### config.mk
export PLATFORM = sky130hd
export DESIGN_NAME = strobe_fifo
export DESIGN_NICKNAME = d
export VERILOG_FILES = /design/src/rtl/strobe_fifo.sv
export SDC_FILE = /design/constraint.sdc
export NUM_CORES = 1
export LEC_CHECK = 0
export ABC_AREA = 1
export BUFFER_PORTS_ARGS = -buffer_cell sky130_fd_sc_hd__buf_2
export CAP_MARGIN = 20
export CORE_ASPECT_RATIO = 1.75
export CORE_MARGIN = 5
export CORE_UTILIZATION = 30
export DETAILED_ROUTE_END_ITERATION = 8
export PLACE_DENSITY = 0.58
export SYNTH_ARGS = -nofsm -noshare
export SYNTH_HDL_FRONTEND = slang
export SYNTH_SLANG_ARGS = --single-unit
### constraint.sdc
create_clock -name clk -period 3 [get_ports clk]
set_clock_uncertainty 0.05 [all_clocks]
set_input_delay 0.45 -clock clk [delete_from_list [all_inputs] [get_ports clk]]
set_output_delay 0.45 -clock clk [all_outputs]
set_load 0.01 [all_outputs]
### src/rtl/strobe_fifo.sv
// Strobe-capture FIFO: each strobe_in pulse pushes data_in; head word is presented first-word-fall-through one cycle later.
// No push backpressure; a push while full sets the sticky overflow flag (drop-newest, or drop-oldest with STROBE_FIFO_DROP_OLDEST_EN).
module strobe_fifo #(
  parameter int WIDTH      = 8,
  parameter int DEPTH_LOG2 = 2
) (
  input  logic                  clk,
  input  logic                  reset_n,
  input  logic                  strobe_in,
  input  logic [WIDTH-1:0]      data_in,
  output logic                  out_valid,
  input  logic                  out_ready,
  output logic [WIDTH-1:0]      out_data,
  output logic [DEPTH_LOG2:0]   level,
  output logic                  overflow,
  input  logic                  clear_overflow
);

  localparam int                  DEPTH      = 2 ** DEPTH_LOG2;
  localparam logic [DEPTH_LOG2:0] FULL_LEVEL = (DEPTH_LOG2 + 1)'(DEPTH);
  localparam logic [DEPTH_LOG2:0] LVL_ONE    = (DEPTH_LOG2 + 1)'(1);
  localparam logic [DEPTH_LOG2-1:0] PTR_ONE  = (DEPTH_LOG2)'(1);

  logic [WIDTH-1:0]      mem [DEPTH];
  logic [DEPTH_LOG2-1:0] wr_ptr;
  logic [DEPTH_LOG2-1:0] rd_ptr;
  logic [DEPTH_LOG2:0]   level_q;
  logic                  overflow_q;

  logic full;
  logic pop;
  logic push_acc;
  logic ovf_evt;
  logic wr_en;
  logic rd_adv;

  assign full     = (level_q == FULL_LEVEL);
  assign pop      = out_valid & out_ready;
  assign push_acc = strobe_in & (~full | pop);
  assign ovf_evt  = strobe_in & full & ~pop;

`ifdef STROBE_FIFO_DROP_OLDEST_EN
  // Overwrite the oldest slot and slide the read pointer so the newest DEPTH words survive.
  assign wr_en  = push_acc | ovf_evt;
  assign rd_adv = pop | ovf_evt;
`else
  assign wr_en  = push_acc;
  assign rd_adv = pop;
`endif

  always_ff @(posedge clk) begin
    if (!reset_n) begin
      wr_ptr     <= '0;
      rd_ptr     <= '0;
      level_q    <= '0;
      overflow_q <= 1'b0;
    end else begin
      if (wr_en)
        wr_ptr <= wr_ptr + PTR_ONE;
      if (rd_adv)
        rd_ptr <= rd_ptr + PTR_ONE;
      if (push_acc && !pop)
        level_q <= level_q + LVL_ONE;
      else if (pop && !push_acc)
        level_q <= level_q - LVL_ONE;
      if (ovf_evt)
        overflow_q <= 1'b1;
      else if (clear_overflow)
        overflow_q <= 1'b0;
    end
  end

  always_ff @(posedge clk) begin
    if (reset_n && wr_en)
      mem[wr_ptr] <= data_in;
  end

  assign out_valid = (level_q != '0);
  assign out_data  = out_valid ? mem[rd_ptr] : '0;
  assign level     = level_q;
  assign overflow  = overflow_q;

endmodule
* Word level (Yosys, flattened, before mapping) *
Memories as Yosys holds them, arrays and structs flattened. A register that Yosys moved wholly into a read port is not among the register bits.
Index checks and enable logic that the tools add are counted.

cells by class
  add/sub/neg operators = 4
  equality and inequality tests = 1
  multiplexer cells = 9
  bitwise logic cells = 7
  reductions and logical operators = 8

operators by type and width
  kind                   count
  $mux W8                1
  $mux W3                2
  $add A2 B1 Y2 const B  2
  $and A1 B1 Y1          4
  $mux W1                4
  $mux W2                2
  $reduce_bool A2 Y1     2
  $add A3 B1 Y3 const B  1
  $eq A3 B3 Y1 const B   1
  $logic_and A1 B1 Y1    3
  $reduce_bool A3 Y1     1
  $sub A3 B1 Y3 const B  1
  $logic_not A1 Y1       2
  $not A1 Y1             2
  $or A1 B1 Y1           1

storage, ports and cells
  flip-flop bits (word level) = 8
  RAM bits = 32
  bits of input ports = 13
  memories = 1

memory list
  name  words  bits a word  rd ports  clocked after Yosys merged registers in  wr ports  RTL line  text
  mem   4      8            1         1                                        1         24        logic [WIDTH-1:0] mem [DEPTH];

* Depth between registers and ports, before layout *
  word-level depth = 8
  gate-level depth with buffers = 12

* Worst setup path after synthesis *
OpenSTA, ideal clock, no wires.

  kind = reg2reg
  start point = register level_q[0], in the netlist level[0]
  end point = register level_q[1], in the netlist level[1]
  library setup time = 0.116 ns
  data arrival time = 1.628 ns
  required time = 2.834 ns
  slack = 1.206 ns
  cell stages (with the launch flop) = 9
  path buffers = 0
  cells stage by stage = dfxtp_1 nor2_4 nand3_2 and2_1 ha_1 inv_1 fa_1 o21ai_0 nor2_1

between the ends
  longest elaborated chain between the ends = 7

ends and longest elaborated chain
  item                                                       RTL line  text
  from (decl)                                                27        logic [DEPTH_LOG2:0] level_q;
  from (signal assigned)                                     63        level_q <= level_q + LVL_ONE;
  from (signal assigned)                                     65        level_q <= level_q - LVL_ONE;
  $reduce_bool A3 Y1 / $eq A3 B3 Y1 (equally long branches)  78, 37
  $and A1 B1 Y1 / $not A1 Y1 (equally long branches)         38, 39
  $or A1 B1 Y1                                               39        assign push_acc = strobe_in & (~full | pop);
  $and A1 B1 Y1                                              39
  $logic_not A1 Y1                                           64        else if (pop && !push_acc)
  $logic_and A1 B1 Y1                                        64
  $reduce_bool A2 Y1 (no source line)                        --

Several ways; a longest one is shown, not always the timed one. The select of a mux whose other input is x is not followed.
A chain may end at the register's enable or synchronous reset.

==> out/metrics.cfg <==
[timing]
final_hold_viol_count=0
max_freq_mhz=445
grt_setup_unrepaired=no
min_period_ns=2.25
maxSlewHeadroom_pct=46.3
worst_hold_slack_ns=0.330
setup_viol=0
maxSlewViolCount=0
worst_slew_pin_slew_ns=0.802
period_share_pct=74.9
setup_tns_ns=0

[layout]
fin_cells=277
mostFrequentLayoutCells=nor2_1 (41), edfxtp_1 (32), buf_2 (25)
fin_area_um2=2070
multiInputGateArea_um2=529
finish.net_count=217
syn_to_final_growth_pct=15.0
seq_area_um2=1160
final_layout_size_suffix_gt1_share_pct=19.1
fillCellCount=629
antenna_cells=0
final_common_cell=nor2_1

[critical_path]
rr_worst_depth=8
critPathArrivalTime_ns=1.75
worst_setup_path_start_kind=flip-flop
r2r_slack_ns=1.12
worstPathMaxFanout=17
cp_num_cells=4
critical_path_class=flip-flop to output port
cp_cell_sequence=inv_2, o21ai_0, a21oi_1, buf_2
crit_buf_inv=2
worst_path_dominant_cell_family=flip-flops
cpPeakStageDelay_ns=0.71
worst_ep_required_time_ns=2.50
cp_slowest_cell=dfxtp_1
end_kind=output port

[pwr]
clockPowerShare_pct=21.5
switching_share_pct=36.1
p_int_uw=1030
p_seq_share_pct=46.8
p_total_uw=1610
powerDensity_nw_per_um2=780
vdd_drop_max_mv=0.333
switchingPower_uw=583
comb_power_share_pct=31.7
p_leak_uw=0.000806

[floorplanning]
rows=37
ios=26
core_area_um2=5880
dieArea_um2=7710
dieHeight_um=112
initial_core_util_pct=30.6
fp.dieW_um=68.5

[placement]
hpwl_mm=2.52
gp_congestion=0.688
numPlacedInstances=269
placement.io_buffers=25
place_area_um2=1980

[synthesis]
yosysWarnings=0
syn_area_um2=1800
ys_seq_elements=42
avgSynthCellArea_um2=10.6
ys_seq_area_share_pct=64.5
synth.net_count=189
synth_cell_types=20
netlist_instances=170

[global_route]
grt_overflow=0
grt.total_usage_pct=10.2
grt_pass1_wl_mm=5.76
grt_pass1_vias=1269
antenna_found_initial=0
grt_max_degree=18

[detailed_routing]
wl_per_cell_um=12.5
via_per_inst=4.38
drtIter0Drc=32
drt_wl_total_mm=3.46
final_antenna_net_count=0
vias=1212
drcViolationCount=0
firstDrtPassIters=4

[clock_network]
cts-root-buf=clkbuf_8
clk_pin_slew_ns=0.08
ctsResizeCount=0
post_cts_buffers=0
cts.sinks=42
cts_made_buffers=5
cts_hold_buf=0
htree_num_levels=2
clock_latency_ns=0.29
cts_tree=done
clock_path_buffers=2

[job]
maxCapViolCount=0

[hold_path]
hold_path_class=input pin to flip-flop
hold_path_depth=1

[status]
outcome=finished clean

[cell families after synthesis]
logic type	share of synthesized area (%)
DFF	64.5
AOI/OAI and AO/OA	9.18
buffers and inverters	6.05
and+or+nand+nor	15.6
adders and majority gates	4.59
[routing by layer]
layer | GRT usage (%) | vias to the layer above | routed length (um) | part of all wire, %
met5 | 0 | - | 0 | 0
met1 | 10.1 | 564 | 1310 | 38
met2 | 18.8 | 22 | 1940 | 56
met4 | 4.38 | 0 | 63 | 1.8
met3 | 2.50 | 5 | 151 | 4.4
li1 | - | 621 | - | -
[area by class of cell]
class,count,area share (%)
flip-flops and latches,42,56.1
multi-input cells,105,25.6
repair buffers,25,6.05
well taps,78,4.72
inverters,19,3.45
clock buffers,5,3.33
clock inverters,3,0.786
[synthesized netlist by cell type]
cell | number | area (um2)
nand2_2 | 2 | 12.5
nor2_4 | 1 | 11.3
o21ai_0 | 8 | 40.0
nor2_2 | 1 | 6.26
nor2_1 | 41 | 154
nand4_1 | 1 | 6.26
o21ai_1 | 10 | 50.1
inv_2 | 1 | 3.75
nand3_2 | 1 | 10.0
ha_1 | 5 | 62.6
a21oi_1 | 15 | 75.1
buf_6 | 2 | 22.5
buf_4 | 2 | 15.0
edfxtp_1 | 32 | 961
nand2_1 | 12 | 45.0
inv_1 | 18 | 67.6
nand3_1 | 6 | 30.0
and2_1 | 1 | 6.26
fa_1 | 1 | 20.0
dfxtp_1 | 10 | 200
[metrics by stage]
stage          utilization, %  worst slack [ns]
6_report                 35.2             0.754
5_1_grt                  35.2             0.527
4_1_cts                  35.2             0.690
3_5_place_dp             33.8             0.994
3_3_place_gp             33.8              1.02
2_1_floorplan               -              1.21
[power groups by stage]
| stage | Sequential, uW | Combinational (uW) | Clock, uW |
|---|---|---|---|
| finish | 756 | 511 | 348 |
| global route | 770 | 596 | 387 |
| CTS | 758 | 528 | 361 |
| detailed placement | 771 | 525 | 0 |
| global placement | 769 | 518 | 0 |
| floorplan | 744 | 373 | 0 |
[registers in the layout (all words and copies together), names as in the netlist, named ones only]
register	flops
level	3
mem	32
overflow	1
rd_ptr	2
wr_ptr	2
[worst paths after layout]
kind	startpoint	endpoint
setup / recovery	flip-flop	out_data[0]
hold / removal	data_in[7]	mem[2][7]$_DFFE_PP_
setup reg to reg	level[0]$_SDFFE_PN0P_	level[1]$_SDFFE_PN0P_
hold reg to reg	overflow$_SDFFE_PN0P_	overflow$_SDFFE_PN0P_
[worst register-to-register path, stage by stage, from the launching register on]
cell	delay, ns
dfxtp_1	0.38
nor2_4	0.16
nand3_2	0.13
and2_1	0.17
ha_1	0.18
inv_1	0.09
fa_1	0.40
o21ai_0	0.15
nor2_1	0.06
Note: power is estimated with default switching activity, not from simulation.
